--- src/rtl/decode_pkg.sv ---
// ---------------------------------------------------------------------------
// decode_pkg
// Shared types and constants for the RV32I decode stage.
//   - OPC_*            : major opcode encodings (inst[6:0])
//   - opcode_class_e   : instruction class derived from the opcode
//   - imm_fmt_e        : immediate layout selector for imm_gen
//   - decoded_bundle_t : registered control flags of a decoded instruction
//   - classify()       : opcode -> opcode_class_e
// ---------------------------------------------------------------------------
package decode_pkg;

    localparam logic [6:0] OPC_R     = 7'b0110011;
    localparam logic [6:0] OPC_I     = 7'b0010011;
    localparam logic [6:0] OPC_L     = 7'b0000011;
    localparam logic [6:0] OPC_S     = 7'b0100011;
    localparam logic [6:0] OPC_B     = 7'b1100011;
    localparam logic [6:0] OPC_JALR  = 7'b1100111;
    localparam logic [6:0] OPC_JAL   = 7'b1101111;
    localparam logic [6:0] OPC_LUI   = 7'b0110111;
    localparam logic [6:0] OPC_AUIPC = 7'b0010111;

    typedef enum logic [3:0] {
        CLS_R,
        CLS_I,
        CLS_L,
        CLS_S,
        CLS_B,
        CLS_JALR,
        CLS_JAL,
        CLS_LUI,
        CLS_AUIPC,
        CLS_ILLEGAL
    } opcode_class_e;

    typedef enum logic [2:0] {
        FMT_NONE,
        FMT_I,
        FMT_S,
        FMT_B,
        FMT_U,
        FMT_J
    } imm_fmt_e;

    typedef struct packed {
        logic alu_src;
        logic reg_write;
        logic mem_read;
        logic mem_write;
        logic branch;
        logic jump;
        logic illegal;
    } decoded_bundle_t;

    function automatic opcode_class_e classify(input logic [6:0] opc);
        opcode_class_e cls;
        case (opc)
            OPC_R:     cls = CLS_R;
            OPC_I:     cls = CLS_I;
            OPC_L:     cls = CLS_L;
            OPC_S:     cls = CLS_S;
            OPC_B:     cls = CLS_B;
            OPC_JALR:  cls = CLS_JALR;
            OPC_JAL:   cls = CLS_JAL;
            OPC_LUI:   cls = CLS_LUI;
            OPC_AUIPC: cls = CLS_AUIPC;
            default:   cls = CLS_ILLEGAL;
        endcase
        return cls;
    endfunction

endpackage

--- src/rtl/decode_stage_imm_gen.sv ---
// ---------------------------------------------------------------------------
// imm_gen
// Purely combinational immediate generator. Assembles the immediate for the
// selected RV32I format and sign-extends it from inst[31] to XLEN.
//   inst_hi : instruction bits [31:7] (the opcode never feeds an immediate)
//   fmt     : immediate format; FMT_NONE yields zero
//   imm     : XLEN-wide sign-extended immediate
// ---------------------------------------------------------------------------
module imm_gen
    import decode_pkg::*;
#(
    parameter int unsigned XLEN = 32
) (
    input  logic [31:7]     inst_hi,
    input  imm_fmt_e        fmt,
    output logic [XLEN-1:0] imm
);

    logic [31:0] imm32;

    always_comb begin
        imm32 = '0;
        case (fmt)
            FMT_I: imm32 = {{20{inst_hi[31]}}, inst_hi[31:20]};
            FMT_S: imm32 = {{20{inst_hi[31]}}, inst_hi[31:25], inst_hi[11:7]};
            FMT_B: imm32 = {{19{inst_hi[31]}}, inst_hi[31], inst_hi[7],
                            inst_hi[30:25], inst_hi[11:8], 1'b0};
            FMT_U: imm32 = {inst_hi[31:12], 12'b0};
            FMT_J: imm32 = {{11{inst_hi[31]}}, inst_hi[31], inst_hi[19:12],
                            inst_hi[20], inst_hi[30:21], 1'b0};
            default: imm32 = '0;
        endcase
        // Every format is already sign-extended to 32 bits; widen to XLEN.
        imm = XLEN'($signed(imm32));
    end

endmodule

--- src/rtl/decode_stage.sv ---
// ---------------------------------------------------------------------------
// decode_stage
// Registered RV32I decode stage with valid/ready handshake on both sides and
// a pipeline flush. One cycle from accepted instruction to out_valid.
//   clk, n_rst            : clock, asynchronous active-low reset
//   in_valid/in_ready     : upstream handshake, instruction word
//   flush                 : drops the held bundle and any incoming word
//   out_valid/out_ready   : downstream handshake
//   rd, rs1, rs2, imm     : decoded register indices and immediate
//   alu_src .. illegal    : decoded control flags
// Optional build macro DECODE_PERF_CNT_EN adds saturating counters
//   decoded_cnt (output transfers) and illegal_cnt (illegal output transfers).
// ---------------------------------------------------------------------------
module decode_stage
    import decode_pkg::*;
#(
    parameter int unsigned XLEN  = 32,
    parameter int unsigned REG_W = 5
) (
    input  logic             clk,
    input  logic             n_rst,
    input  logic             in_valid,
    output logic             in_ready,
    input  logic [31:0]      instruction,
    input  logic             flush,
    output logic             out_valid,
    input  logic             out_ready,
    output logic [REG_W-1:0] rd,
    output logic [REG_W-1:0] rs1,
    output logic [REG_W-1:0] rs2,
    output logic [XLEN-1:0]  imm,
    output logic             alu_src,
    output logic             reg_write,
    output logic             mem_read,
    output logic             mem_write,
    output logic             branch,
    output logic             jump,
    output logic             illegal
`ifdef DECODE_PERF_CNT_EN
    ,
    output logic [31:0]      decoded_cnt,
    output logic [31:0]      illegal_cnt
`endif
);

    // ---------------- combinational decode ----------------
    opcode_class_e   cls;
    imm_fmt_e        fmt;
    decoded_bundle_t dec;
    logic            use_rd, use_rs1, use_rs2;
    logic [REG_W-1:0] dec_rd, dec_rs1, dec_rs2;
    logic [XLEN-1:0] dec_imm;

    always_comb begin
        cls     = classify(instruction[6:0]);
        fmt     = FMT_NONE;
        dec     = '0;
        use_rd  = 1'b0;
        use_rs1 = 1'b0;
        use_rs2 = 1'b0;
        case (cls)
            CLS_R: begin
                dec.reg_write = 1'b1;
                use_rd = 1'b1; use_rs1 = 1'b1; use_rs2 = 1'b1;
            end
            CLS_I: begin
                fmt = FMT_I;
                dec.alu_src = 1'b1; dec.reg_write = 1'b1;
                use_rd = 1'b1; use_rs1 = 1'b1;
            end
            CLS_L: begin
                fmt = FMT_I;
                dec.alu_src = 1'b1; dec.reg_write = 1'b1; dec.mem_read = 1'b1;
                use_rd = 1'b1; use_rs1 = 1'b1;
            end
            CLS_S: begin
                fmt = FMT_S;
                dec.alu_src = 1'b1; dec.mem_write = 1'b1;
                use_rs1 = 1'b1; use_rs2 = 1'b1;
            end
            CLS_B: begin
                fmt = FMT_B;
                dec.branch = 1'b1;
                use_rs1 = 1'b1; use_rs2 = 1'b1;
            end
            CLS_JALR: begin
                fmt = FMT_I;
                dec.alu_src = 1'b1; dec.reg_write = 1'b1; dec.jump = 1'b1;
                use_rd = 1'b1; use_rs1 = 1'b1;
            end
            CLS_JAL: begin
                fmt = FMT_J;
                dec.reg_write = 1'b1; dec.jump = 1'b1;
                use_rd = 1'b1;
            end
            CLS_LUI, CLS_AUIPC: begin
                fmt = FMT_U;
                dec.alu_src = 1'b1; dec.reg_write = 1'b1;
                use_rd = 1'b1;
            end
            default: begin
                dec.illegal = 1'b1;
            end
        endcase

        dec_rd  = use_rd  ? REG_W'(instruction[11:7])  : '0;
        dec_rs1 = use_rs1 ? REG_W'(instruction[19:15]) : '0;
        dec_rs2 = use_rs2 ? REG_W'(instruction[24:20]) : '0;

        // Writes to x0 are architecturally discarded; suppress them here.
        if (dec_rd == '0) begin
            dec.reg_write = 1'b0;
        end
    end

    imm_gen #(
        .XLEN (XLEN)
    ) u_imm_gen (
        .inst_hi (instruction[31:7]),
        .fmt     (fmt),
        .imm     (dec_imm)
    );

    // ---------------- pipeline register ----------------
    logic             out_valid_q, out_valid_d;
    logic [REG_W-1:0] rd_q, rd_d;
    logic [REG_W-1:0] rs1_q, rs1_d;
    logic [REG_W-1:0] rs2_q, rs2_d;
    logic [XLEN-1:0]  imm_q, imm_d;
    decoded_bundle_t  ctrl_q, ctrl_d;
    logic             load;
    logic             out_fire;

    assign in_ready = !out_valid_q || out_ready;
    assign load     = in_valid && in_ready && !flush;
    assign out_fire = out_valid_q && out_ready && !flush;

    always_comb begin
        rd_d   = rd_q;
        rs1_d  = rs1_q;
        rs2_d  = rs2_q;
        imm_d  = imm_q;
        ctrl_d = ctrl_q;
        if (flush) begin
            out_valid_d = 1'b0;
        end else if (load) begin
            out_valid_d = 1'b1;
        end else begin
            out_valid_d = out_valid_q && !out_ready;
        end
        if (load) begin
            rd_d   = dec_rd;
            rs1_d  = dec_rs1;
            rs2_d  = dec_rs2;
            imm_d  = dec_imm;
            ctrl_d = dec;
        end
    end

    always_ff @(posedge clk or negedge n_rst) begin
        if (!n_rst) begin
            out_valid_q <= 1'b0;
            rd_q        <= '0;
            rs1_q       <= '0;
            rs2_q       <= '0;
            imm_q       <= '0;
            ctrl_q      <= '0;
        end else begin
            out_valid_q <= out_valid_d;
            rd_q        <= rd_d;
            rs1_q       <= rs1_d;
            rs2_q       <= rs2_d;
            imm_q       <= imm_d;
            ctrl_q      <= ctrl_d;
        end
    end

    assign out_valid = out_valid_q;
    assign rd        = rd_q;
    assign rs1       = rs1_q;
    assign rs2       = rs2_q;
    assign imm       = imm_q;
    assign alu_src   = ctrl_q.alu_src;
    assign reg_write = ctrl_q.reg_write;
    assign mem_read  = ctrl_q.mem_read;
    assign mem_write = ctrl_q.mem_write;
    assign branch    = ctrl_q.branch;
    assign jump      = ctrl_q.jump;
    assign illegal   = ctrl_q.illegal;

`ifdef DECODE_PERF_CNT_EN
    // ---------------- saturating performance counters ----------------
    logic [31:0] decoded_cnt_q, decoded_cnt_d;
    logic [31:0] illegal_cnt_q, illegal_cnt_d;

    always_comb begin
        decoded_cnt_d = decoded_cnt_q;
        illegal_cnt_d = illegal_cnt_q;
        if (out_fire && (decoded_cnt_q != '1)) begin
            decoded_cnt_d = decoded_cnt_q + 32'd1;
        end
        if (out_fire && ctrl_q.illegal && (illegal_cnt_q != '1)) begin
            illegal_cnt_d = illegal_cnt_q + 32'd1;
        end
    end

    always_ff @(posedge clk or negedge n_rst) begin
        if (!n_rst) begin
            decoded_cnt_q <= '0;
            illegal_cnt_q <= '0;
        end else begin
            decoded_cnt_q <= decoded_cnt_d;
            illegal_cnt_q <= illegal_cnt_d;
        end
    end

    assign decoded_cnt = decoded_cnt_q;
    assign illegal_cnt = illegal_cnt_q;
`else
    logic unused_out_fire;
    assign unused_out_fire = out_fire;
`endif

endmodule

--- config.mk ---
export PLATFORM = sky130hd
export DESIGN_NAME = decode_stage
export DESIGN_NICKNAME = d
export VERILOG_FILES = /design/src/rtl/decode_pkg.sv /design/src/rtl/decode_stage_imm_gen.sv /design/src/rtl/decode_stage.sv
export SDC_FILE = /design/constraint.sdc
export NUM_CORES = 1
export LEC_CHECK = 0
export CAP_MARGIN = 30
export CORE_MARGIN = 3
export CORE_UTILIZATION = 47
export DETAILED_ROUTE_END_ITERATION = 7
export PLACE_DENSITY = 0.84
export SYNTH_ARGS = -nofsm -noshare
export SYNTH_HDL_FRONTEND = slang
export SYNTH_SLANG_ARGS = --single-unit
--- constraint.sdc ---
create_clock -name clk -period 3.7 [get_ports clk]
set_input_delay 0.555 -clock clk [delete_from_list [all_inputs] [get_ports clk]]
set_output_delay 0.555 -clock clk [all_outputs]
set_load 0.02 [all_outputs]
# --- Yosys cells after proc, flatten, opt, wreduce, memory -nomap -nowiden ---
# Index checks and enable logic that the tools add are counted.
op_classes:
  addsub: 0
  multipliers: 0
  n_div: 0
  magnitude_cmp: 0
  eq_ne: 22
  n_shift: 0
  n_mux: 18
  bitwise: 0
  reduce_logical: 17
ops:
  columns: ["cell", "count"]
  rows:
  - ["32-bit case mux with 5 select lines", 1]
  - ["4-bit case mux with 9 select lines", 1]
  - ["7-bit by 6-bit equality test with 1-bit output (second input constant)", 3]
  - ["7-bit equality test (second input constant)", 3]
  - ["4-bit by 3-bit equality test with 1-bit output (second input constant)", 4]
  - ["5-bit two-way mux", 3]
  - ["3-bit case mux with 5 select lines", 1]
  - ["7-bit by 5-bit equality test with 1-bit output (second input constant)", 2]
  - ["1-bit two-way mux", 12]
  - ["6-bit OR reduction", 2]
  - ["9-bit OR reduction", 1]
  - ["4-bit by 2-bit equality test with 1-bit output (second input constant)", 2]
  - ["7-bit by 2-bit equality test with 1-bit output (second input constant)", 1]
  - ["7-bit OR reduction", 1]
  - ["3-bit by 2-bit equality test with 1-bit output (second input constant)", 2]
  - ["3-bit equality test (second input constant)", 2]
  - ["3-bit OR reduction", 2]
  - ["5-bit logical NOT", 1]
  - ["4-bit by 1-bit equality test with 1-bit output (second input constant)", 1]
  - ["4-bit equality test (second input constant)", 1]
  - ["4-bit logical NOT", 1]
  - ["2-bit OR reduction", 2]
  - ["3-bit by 1-bit equality test with 1-bit output (second input constant)", 1]
  - ["1-bit logical AND", 3]
  - ["other kinds (2)", 4]
word_totals:
  ff_bits: 55
  latchBits: 0
  ramBits: 0
  romBits: 0
  in_bits: 37
  out_inout_bits: 56
  elab_cells: 69
  n_memories: 0

# --- Longest topological paths before layout ---
# Gate-level depths: netlist of the first run.
logic_depth:
  depth_word: 8
  ltp_mapped: 7
  mapped_depth_nobuf: 5

# --- By module ---
# A second synthesis of the first run with hierarchy kept.
unflattened:
  hier_cells: 244
  area_unflattened_um2: 2782.7
by_module_without_submodules:
  columns: ["module", "instances", "cells_per_inst", "area_each_um2", "seq_area_each_um2"]
  rows:
  - ["decode_stage", 1, 178, 2392.3, 1376.3]
  - ["imm_gen", 1, 66, 390.4, 0.0]

# --- Worst setup path after synthesis of the first run ---
# OpenSTA, ideal clock, no wires.
synth_path:
  path_kind: "in2reg"
  start: "input port out_ready"
  end: "register imm_q[12], in the netlist imm[12]"
  setup_ps: 139
  arrival_ps: 1601
  required_ps: 3561
  setup_slack_ps: 1959
  stages: 6
  path_buffers: 1
  cell_sequence: "and2b_1 inv_2 nand3b_1 buf_2 a31oi_2 a21oi_1"
synth_via:
  elab_chain_len: 3
synth_rtl:
  columns: ["item", "line", "rtl"]
  rows:
  - ["start, declared", "decode_stage.sv:27", "input logic out_ready,"]
  - ["1-bit logical OR", "decode_stage.sv:134", "assign in_ready = !out_valid_q || out_ready;"]
  - ["net in_ready", "decode_stage.sv:23", "output logic in_ready,"]
  - ["1-bit logical AND (2 in a row)", "decode_stage.sv:135", "assign load = in_valid && in_ready && !flush;"]
  - ["end signal, assigned", "decode_stage.sv:173", "imm_q <= imm_d;"]
  - ["end, declared", "decode_stage.sv:129", "logic [XLEN-1:0] imm_q, imm_d;"]
# The timed path passes the listed nets, and every way through them passes these cells.
# A chain may end at the register's enable or synchronous reset.

# --- Final worst setup path of the first run ---
layout_path:
  start: "input port out_ready"
  end: "output port in_ready"
layout_via:
  elab_chain_len: 1
layout_rtl:
  columns: ["item", "line"]
  rows:
  - ["1-bit logical OR", "decode_stage.sv:134"]
  - ["end, declared", "decode_stage.sv:23"]
# No other way between the ends.

==> impl_metrics.yaml, run 1 <==
clock_tree:
  hold_buffers: 0
  cts_tree: "built"
  cts-resized-gates: 0
  htree_num_levels: 2
  path_clk_slew_ps: 90
  root_buffer: "clkbuf_8"
  clock_path_buffers: 2
  numCtsBuffers: 5
  cts_sinks: 55
  post_cts_buffers: 0
  clk_latency_ps: 300
synthesis:
  seq_area_frac_synth_pct: 55.25
  synth_edf_count: 0
  synthesis.area_um2: 2491
  yosysTopAreaCellShare_pct: 55.25
  synth.area.top_cells: "dfrtp_1 (55%), a22o_1 (8.1%), a21oi_1 (6.8%), nor2_1 (4.1%), nand2_1 (2.4%)"
  ys_types: 42
  synthCells: 232
  synth_ff_type: "dfrtp_1"
  syn_avg_cell_area_um2: 10.74
  yosys_warnings: 0
  ys_ff_latch: 55
  synth.most_common_cell: "dfrtp_1"
  syn-num-nets: 269
  yosysTopAreaCell: "dfrtp_1"
  synthTopCellsByCount: "dfrtp_1 (55), a21oi_1 (34), nor2_1 (27)"
  async_reset_ff_share_pct: 100.0
critical_path:
  worstSetupPathType: "input port to primary output"
  cp-end-kind: "primary output"
  crit_chain: "clkdlybuf4s50_1, and2b_1, inv_2, clkdlybuf4s50_1"
  critical_path.max_fanout: 3
  crit_arrival_ps: 1880
  crit_path_start: "out_ready"
  cp_data_required_time_ps: 3140
  cp_slowest_cell: "clkdlybuf4s50_1"
  startpoint_type: "input port"
  worst_path_largest_cell_delay_ps: 600
  crit_top_cell: "clkdlybuf4s50_1"
  r2r-start: "out_valid"
floorplan:
  core_um2: 4911
  fp.dieH_um: 78.81
  start_util_pct: 50.73
  ios: 93
  die_w_um: 78.81
  die_area_um2: 6210
  core.rowCount: 25
layout:
  area_growth_pct: 41.08
  drive_gt1_share_pct: 8.125
  nFillCells: 381
  utilization_pct: 71.57
  antenna_cells: 0
  finalNetCount: 357
  seqCellArea_um2: 1376
  multi_input_area_um2: 1022
timing:
  max_freq_mhz: 410.2
  slew_headroom_pct: 50.25
  hold_ws_ps: 171.9
  rsz0062_at_grt: "no"
  skew_ps: 3.633
  slew_violations: 0
  fin_crit_ps: 2438
  setup_viol: 0
  fin_crit_sh_pct: 65.89
  hold_viol_final: 0
  tns_ps: 0
  setup_ws_ps: 1262
  max_slew.worst_pin.slew_ps: 745.5
grt:
  overflow: 0
  grt_start_max_net_pins: 57
  first_global_vias: 2216
  grtUsageTotal_pct: 22.91
  grt_first_pass_wirelength_um: 11160
  antenna_found_initial: 0
routing:
  route.vias.total: 2201
  ant_nets: 0
  viasPerCell: 5.687
  drtPass1Iterations: 4
  drc: 0
  wl_per_cell_um: 17.46
  finalWirelength_um: 6758
  first_iter_violations: 139
status:
  status: "completed"
place:
  dp_hpwl_um: 4859
  gp_congestion: 0.8841
  pre_cts_ws_ps: 982.1
  portBuffers: 92
power:
  power_uw: 1300
  ir_worst_vdd_mv: 0.2538
  p_leak_uw: 0.001460
  pwr_density_cell_nw_per_um2: 369.9
hold_path:
  hold_path_class: "input port to async pin"
job:
  maxCapViolations: 0
where the power goes:
group / internal, µW / switching [µW] / total [µW]
Sequential: 645 / 27.1 / 672
Combinational: 147 / 165 / 312
Clock: 130 / 186 / 316
cell families after synthesis:
kind of cell	Yosys count	share of synthesized area (%)
AOI/OAI and AO/OA	92	26.12
DFF	55	55.25
buffers and inverters	17	3.716
and+or+nand+nor	68	14.92
metrics by stage:
stage / instance area (µm²) / std cells
5_1_grt: 3515 / 387
3_5_place_dp: 3432 / 380
2_1_floorplan: 2491 / 232
3_3_place_gp: 3432 / 380
4_1_cts: 3515 / 387
6_report: 3515 / 387
layout by cell type, fill, tap and decap left out, drive strengths merged, types with 2 or more instances in the layout:
master / count
a22o: 23
nor2: 28
a31oi: 2
inv: 3
a2111oi: 2
clkdlybuf4s50: 91
clkinv: 2
o21ai: 17
nand3: 2
nand3b: 3
and3b: 2
clkbuf: 5
a22oi: 4
nand2: 17
and3: 2
nor2b: 2
a21oi: 34
dfrtp: 55
nor3: 4
buf: 4
o31ai: 4
worst paths after layout:
kind / endpoint / slack [ps] / depth (start not counted)
max in group asynchronous: rd[3] / 2720 / 2
min in group clk: alu_src / 480 / 2
worst max-delay path: in_ready / 1260 / 4
worst min register to register: alu_src / 480 / 2
worst min-delay path: imm[5] / 170 / 1
worst max register to register: rs1[1] / 1810 / 4
registers in the layout, indices dropped and copies added (netlist names), 5 cells and up:
signal and flops:
imm 32, rs1 5, rd 5, rs2 5
layout make-up:
cell class                 count  area share, %
clock buffer                   5          1.958
clock inverter                 2         0.3916
tap                           67          2.385
sequential                    55          39.16
timing repair buffer          95          26.70
inverter                       3         0.3204
multi-input combinational    160          29.09
per-layer routing:
layer  up-vias  share of wire (%)  GRT usage (%)
li1       1022                  -              -
met1      1061                 43          31.18
met2       112                 47          36.59
met3         6                8.9          6.122
met4         0               0.90          5.769
met5         -                  0              0
critical path, delay by kind of cell:
kind          cells  cell delay [ps]
buf+inv           3             1110
simple gates      1              220
No activity file was read; power rests on OpenSTA's default activity.
==> inputs of run 2 (changes only) <==
CORE_UTILIZATION = 44   (was 47)
PLACE_DENSITY = 0.8   (was 0.84)
clock period = 2.35 ns   (was 3.7 ns; I/O delays follow)
==> impl_metrics.yaml, run 2 (same netlist as run 1, synthesis figures left out) <==
clock_tree:
  clk_latency_ps: 300
  cts_sinks: 55
  hold_buffers: 0
  htree_num_levels: 2
  root_buffer: "clkbuf_8"
  cts-resized-gates: 0
  cts_tree: "built"
  path_clk_slew_ps: 100
  numCtsBuffers: 5
  clock_path_buffers: 2
  post_cts_buffers: 0
grt:
  first_global_vias: 2085
  grt_first_pass_wirelength_um: 10350
  grt_start_max_net_pins: 56
  grtUsageTotal_pct: 20.54
  overflow: 0
  antenna_found_initial: 0
routing:
  route.vias.total: 2146
  viasPerCell: 5.406
  wl_per_cell_um: 16.19
  drc: 0
  finalWirelength_um: 6428
  drtPass1Iterations: 4
  first_iter_violations: 106
  ant_nets: 0
timing:
  rsz0062_at_grt: "no"
  hold_viol_final: 0
  fin_crit_sh_pct: 87.12
  slew_headroom_pct: 55.01
  slew_violations: 0
  fin_crit_ps: 2047
  tns_ps: 0
  setup_ws_ps: 302.8
  max_freq_mhz: 488.5
  skew_ps: 4.199
  max_slew.worst_pin.slew_ps: 674.8
  setup_viol: 0
layout:
  drive_gt1_share_pct: 10.09
  utilization_pct: 67.53
  largest_reg_flops: 32
  fin_cells: 397
  antenna_cells: 0
  area_growth_pct: 43.75
  finalNetCount: 363
  final_cell_mix: "clkdlybuf4s50_1 (91), dfrtp_1 (55), a21oi_1 (34)"
  mostFrequentLayoutCell: "clkdlybuf4s50_1"
critical_path:
  rr_endpoint: "imm[16]"
  r2r.worst_path.cells: 6
  cp-end-kind: "primary output"
  r2r-start: "out_valid"
  critical_path.max_fanout: 3
  crit_arrival_ps: 1690
  cp_data_required_time_ps: 2000
  startpoint_type: "input port"
  reg2reg_slack_ps: 580
  worstSetupPathType: "input port to primary output"
floorplan:
  core_um2: 5303
  core.rowCount: 26
  fp.dieH_um: 81.25
  die_w_um: 81.25
  die_area_um2: 6601
  ios: 93
  start_util_pct: 46.98
place:
  pre_cts_ws_ps: 119.2
  portBuffers: 92
  gp_congestion: 0.8348
  dp.cells: 389
  dp_hpwl_um: 4772
hold_path:
  hold_path_class: "input port to async pin"
power:
  ir_worst_vdd_mv: 0.2761
  p_leak_uw: 0.001501
  pwr_density_cell_nw_per_um2: 577.1
status:
  status: "completed"
job:
  maxCapViolations: 0
-- run 2: changes by cell type in the layout (fill, tap and decap cells not counted), sizes merged --
cell	before	now
buf	4	10
inv	3	4
-- run 2: through the flow --
step	power (µW)	hold WS [ps]	area (µm²)
after floorplan	1290	56.91	2491
after global placement	1561	449.1	3493
after detailed placement	1569	459.1	3493
after CTS	2088	190.3	3581
after global routing	2179	205.0	3581
final	2066	154.4	3581
-- run 2: worst max-delay path by stage --
stage / start / to / slack, ps / cells after the start
2_1_floorplan: out_valid / imm[12] / 710 / 6
3_3_place_gp: out_ready / imm[17] / 190 / 7
3_5_place_dp: out_ready / imm[13] / 120 / 7
4_1_cts: out_ready / in_ready / 290 / 4
5_1_grt: out_ready / in_ready / 250 / 4
6_report: out_ready / in_ready / 300 / 4
-- run 2: critical path, cell delays in order --
cell             delay [ps]
clkdlybuf4s50_1         450
and2b_1                 220
inv_2                    70
clkdlybuf4s50_1         600
-- run 2: power breakdown --
group,internal (µW),switching [µW]
clock network,211,308
logic,238,256
registers,1010,39.2
-- run 2: layer usage --
layer | vias to the layer above | global-route usage (%) | share of wire (%) | wire length [µm]
met4 | 0 | 5.236 | 1.5 | 99
li1 | 1030 | - | - | -
met3 | 11 | 6.763 | 9.1 | 588
met5 | - | 0 | 0 | 0
met1 | 1015 | 27.75 | 44 | 2818
met2 | 90 | 31.94 | 45 | 2921
-- run 2: final cells by class --
cell class                 instances  area, µm²
clock buffer                       5      68.82
clock inverter                     3      18.77
fill                             445       1722
inverter                           3      11.26
multi-input combinational        160       1022
sequential                        55       1376
tap                               70      87.58
timing repair buffer             101      996.0
==> inputs of run 3 (changes only) <==
CORE_ASPECT_RATIO = 2   (was default)
==> impl_metrics.yaml, run 3 (same netlist as run 1, synthesis figures left out) <==
timing:
  fin_crit_ps: 2066
  setup_viol: 0
  slew_headroom_pct: 70.48
  slew_violations: 0
  skew_ps: 9.194
  hold_ws_ps: 9.826
  fin_crit_sh_pct: 87.91
  setup_ws_ps: 284.1
  max_freq_mhz: 484.0
  max_slew.worst_pin.slew_ps: 442.8
  hold_viol_final: 0
  rsz0062_at_grt: "no"
  tns_ps: 0
grt:
  grt_start_max_net_pins: 56
  antenna_found_initial: 0
  overflow: 0
  grtUsageTotal_pct: 20.99
  grt_first_pass_wirelength_um: 10750
  first_global_vias: 2199
clock_tree:
  post_cts_buffers: 0
  cts-resized-gates: 0
  cts_sinks: 55
  htree_num_levels: 2
  root_buffer: "clkbuf_8"
  clock_path_buffers: 2
  clk_latency_ps: 320
  path_clk_slew_ps: 100
  numCtsBuffers: 5
  cts_tree: "built"
  hold_buffers: 0
floorplan:
  fp.dieH_um: 112.4
  core_um2: 5468
  core.rowCount: 38
  die_w_um: 59.21
  die_area_um2: 6655
  start_util_pct: 45.56
  ios: 93
layout:
  final_cell_mix: "clkdlybuf4s50_1 (91), dfrtp_1 (55), a21oi_1 (34)"
  area_growth_pct: 44.90
  largest_reg_flops: 32
  antenna_cells: 0
  finalNetCount: 364
  drive_gt1_share_pct: 10.37
  seqCellArea_um2: 1376
  multi_input_area_um2: 1022
  utilization_pct: 66.02
  nFillCells: 436
  mostFrequentLayoutCell: "clkdlybuf4s50_1"
place:
  portBuffers: 92
  pre_cts_ws_ps: 179.9
  gp_congestion: 0.8734
  dp_hpwl_um: 5160
power:
  p_leak_uw: 0.001513
  ir_worst_vdd_mv: 0.5945
  pwr_density_cell_nw_per_um2: 586.9
  power_uw: 2119
routing:
  route.vias.total: 2149
  first_iter_violations: 67
  wl_per_cell_um: 17.71
  drc: 0
  finalWirelength_um: 6870
  viasPerCell: 5.539
  drtPass1Iterations: 4
  ant_nets: 0
hold_path:
  hold_path_class: "input port to async pin"
job:
  maxCapViolations: 0
status:
  status: "completed"
critical_path:
  crit_arrival_ps: 1710
  cp_data_required_time_ps: 2000
  crit_chain: "clkdlybuf4s50_1, and2b_1, inv_2, clkdlybuf4s50_1"
  worst_path_largest_cell_delay_ps: 610
  cp-end-kind: "primary output"
  critical_path.max_fanout: 3
  worstSetupPathType: "input port to primary output"
  startpoint_type: "input port"
  crit_top_cell: "clkdlybuf4s50_1"
  cp_slowest_cell: "clkdlybuf4s50_1"
run 3: changes by cell type in the layout (fill, tap and decap cells not counted), sizes merged:
cell / change
buf: +1
clkinv: -1
clkinvlp: +1
run 3: per-layer routing:
metal	global-route usage (%)	wire length [µm]	up-vias	part of all wire (%)
met2	36.89	3772	68	55
met1	25.34	2677	1037	39
li1	-	-	1036	-
met4	7.262	125	0	1.8
met3	2.647	295	8	4.3
met5	0	0	-	0
run 3: final timing paths:
check                          start   endpoint  slack [ps]  depth (start not counted)
max                        out_ready   in_ready         280                          4
min                            n_rst  out_valid          10                          2
max reg2reg                out_valid    imm[16]         650                          7
min reg2reg                  alu_src    alu_src         490                          2
max in group asynchronous      n_rst    imm[31]        2090                          2
min in group clk             alu_src    alu_src         490                          2
run 3: per-stage QoR:
step           cell area [µm²]  instances
5_1_grt                   3610        388
6_report                  3610        388
2_1_floorplan             2491        232
3_3_place_gp              3513        380
3_5_place_dp              3513        380
4_1_cts                   3610        388
run 3: power by group:
group | total [µW] | internal, µW | switching, µW
Clock | 555 | 220 | 336
Combinational | 505 | 244 | 261
Sequential | 1060 | 1010 | 43.4
Total | 2120 | 1480 | 641
run 3: area by class of cell:
cell class,count,share of cell area [%]
inverters,3,0.3120
clock buffers,5,1.906
repair buffers,102,28.49
multi-input cells,160,28.32
flip-flops and latches,55,38.13
clock inverters,3,0.7626
well taps,60,2.080
run 3: worst max-delay path, delay by kind of cell:
family / cells / cell delay [ps]
buf+inv: 3 / 1140
simple gates: 1 / 230
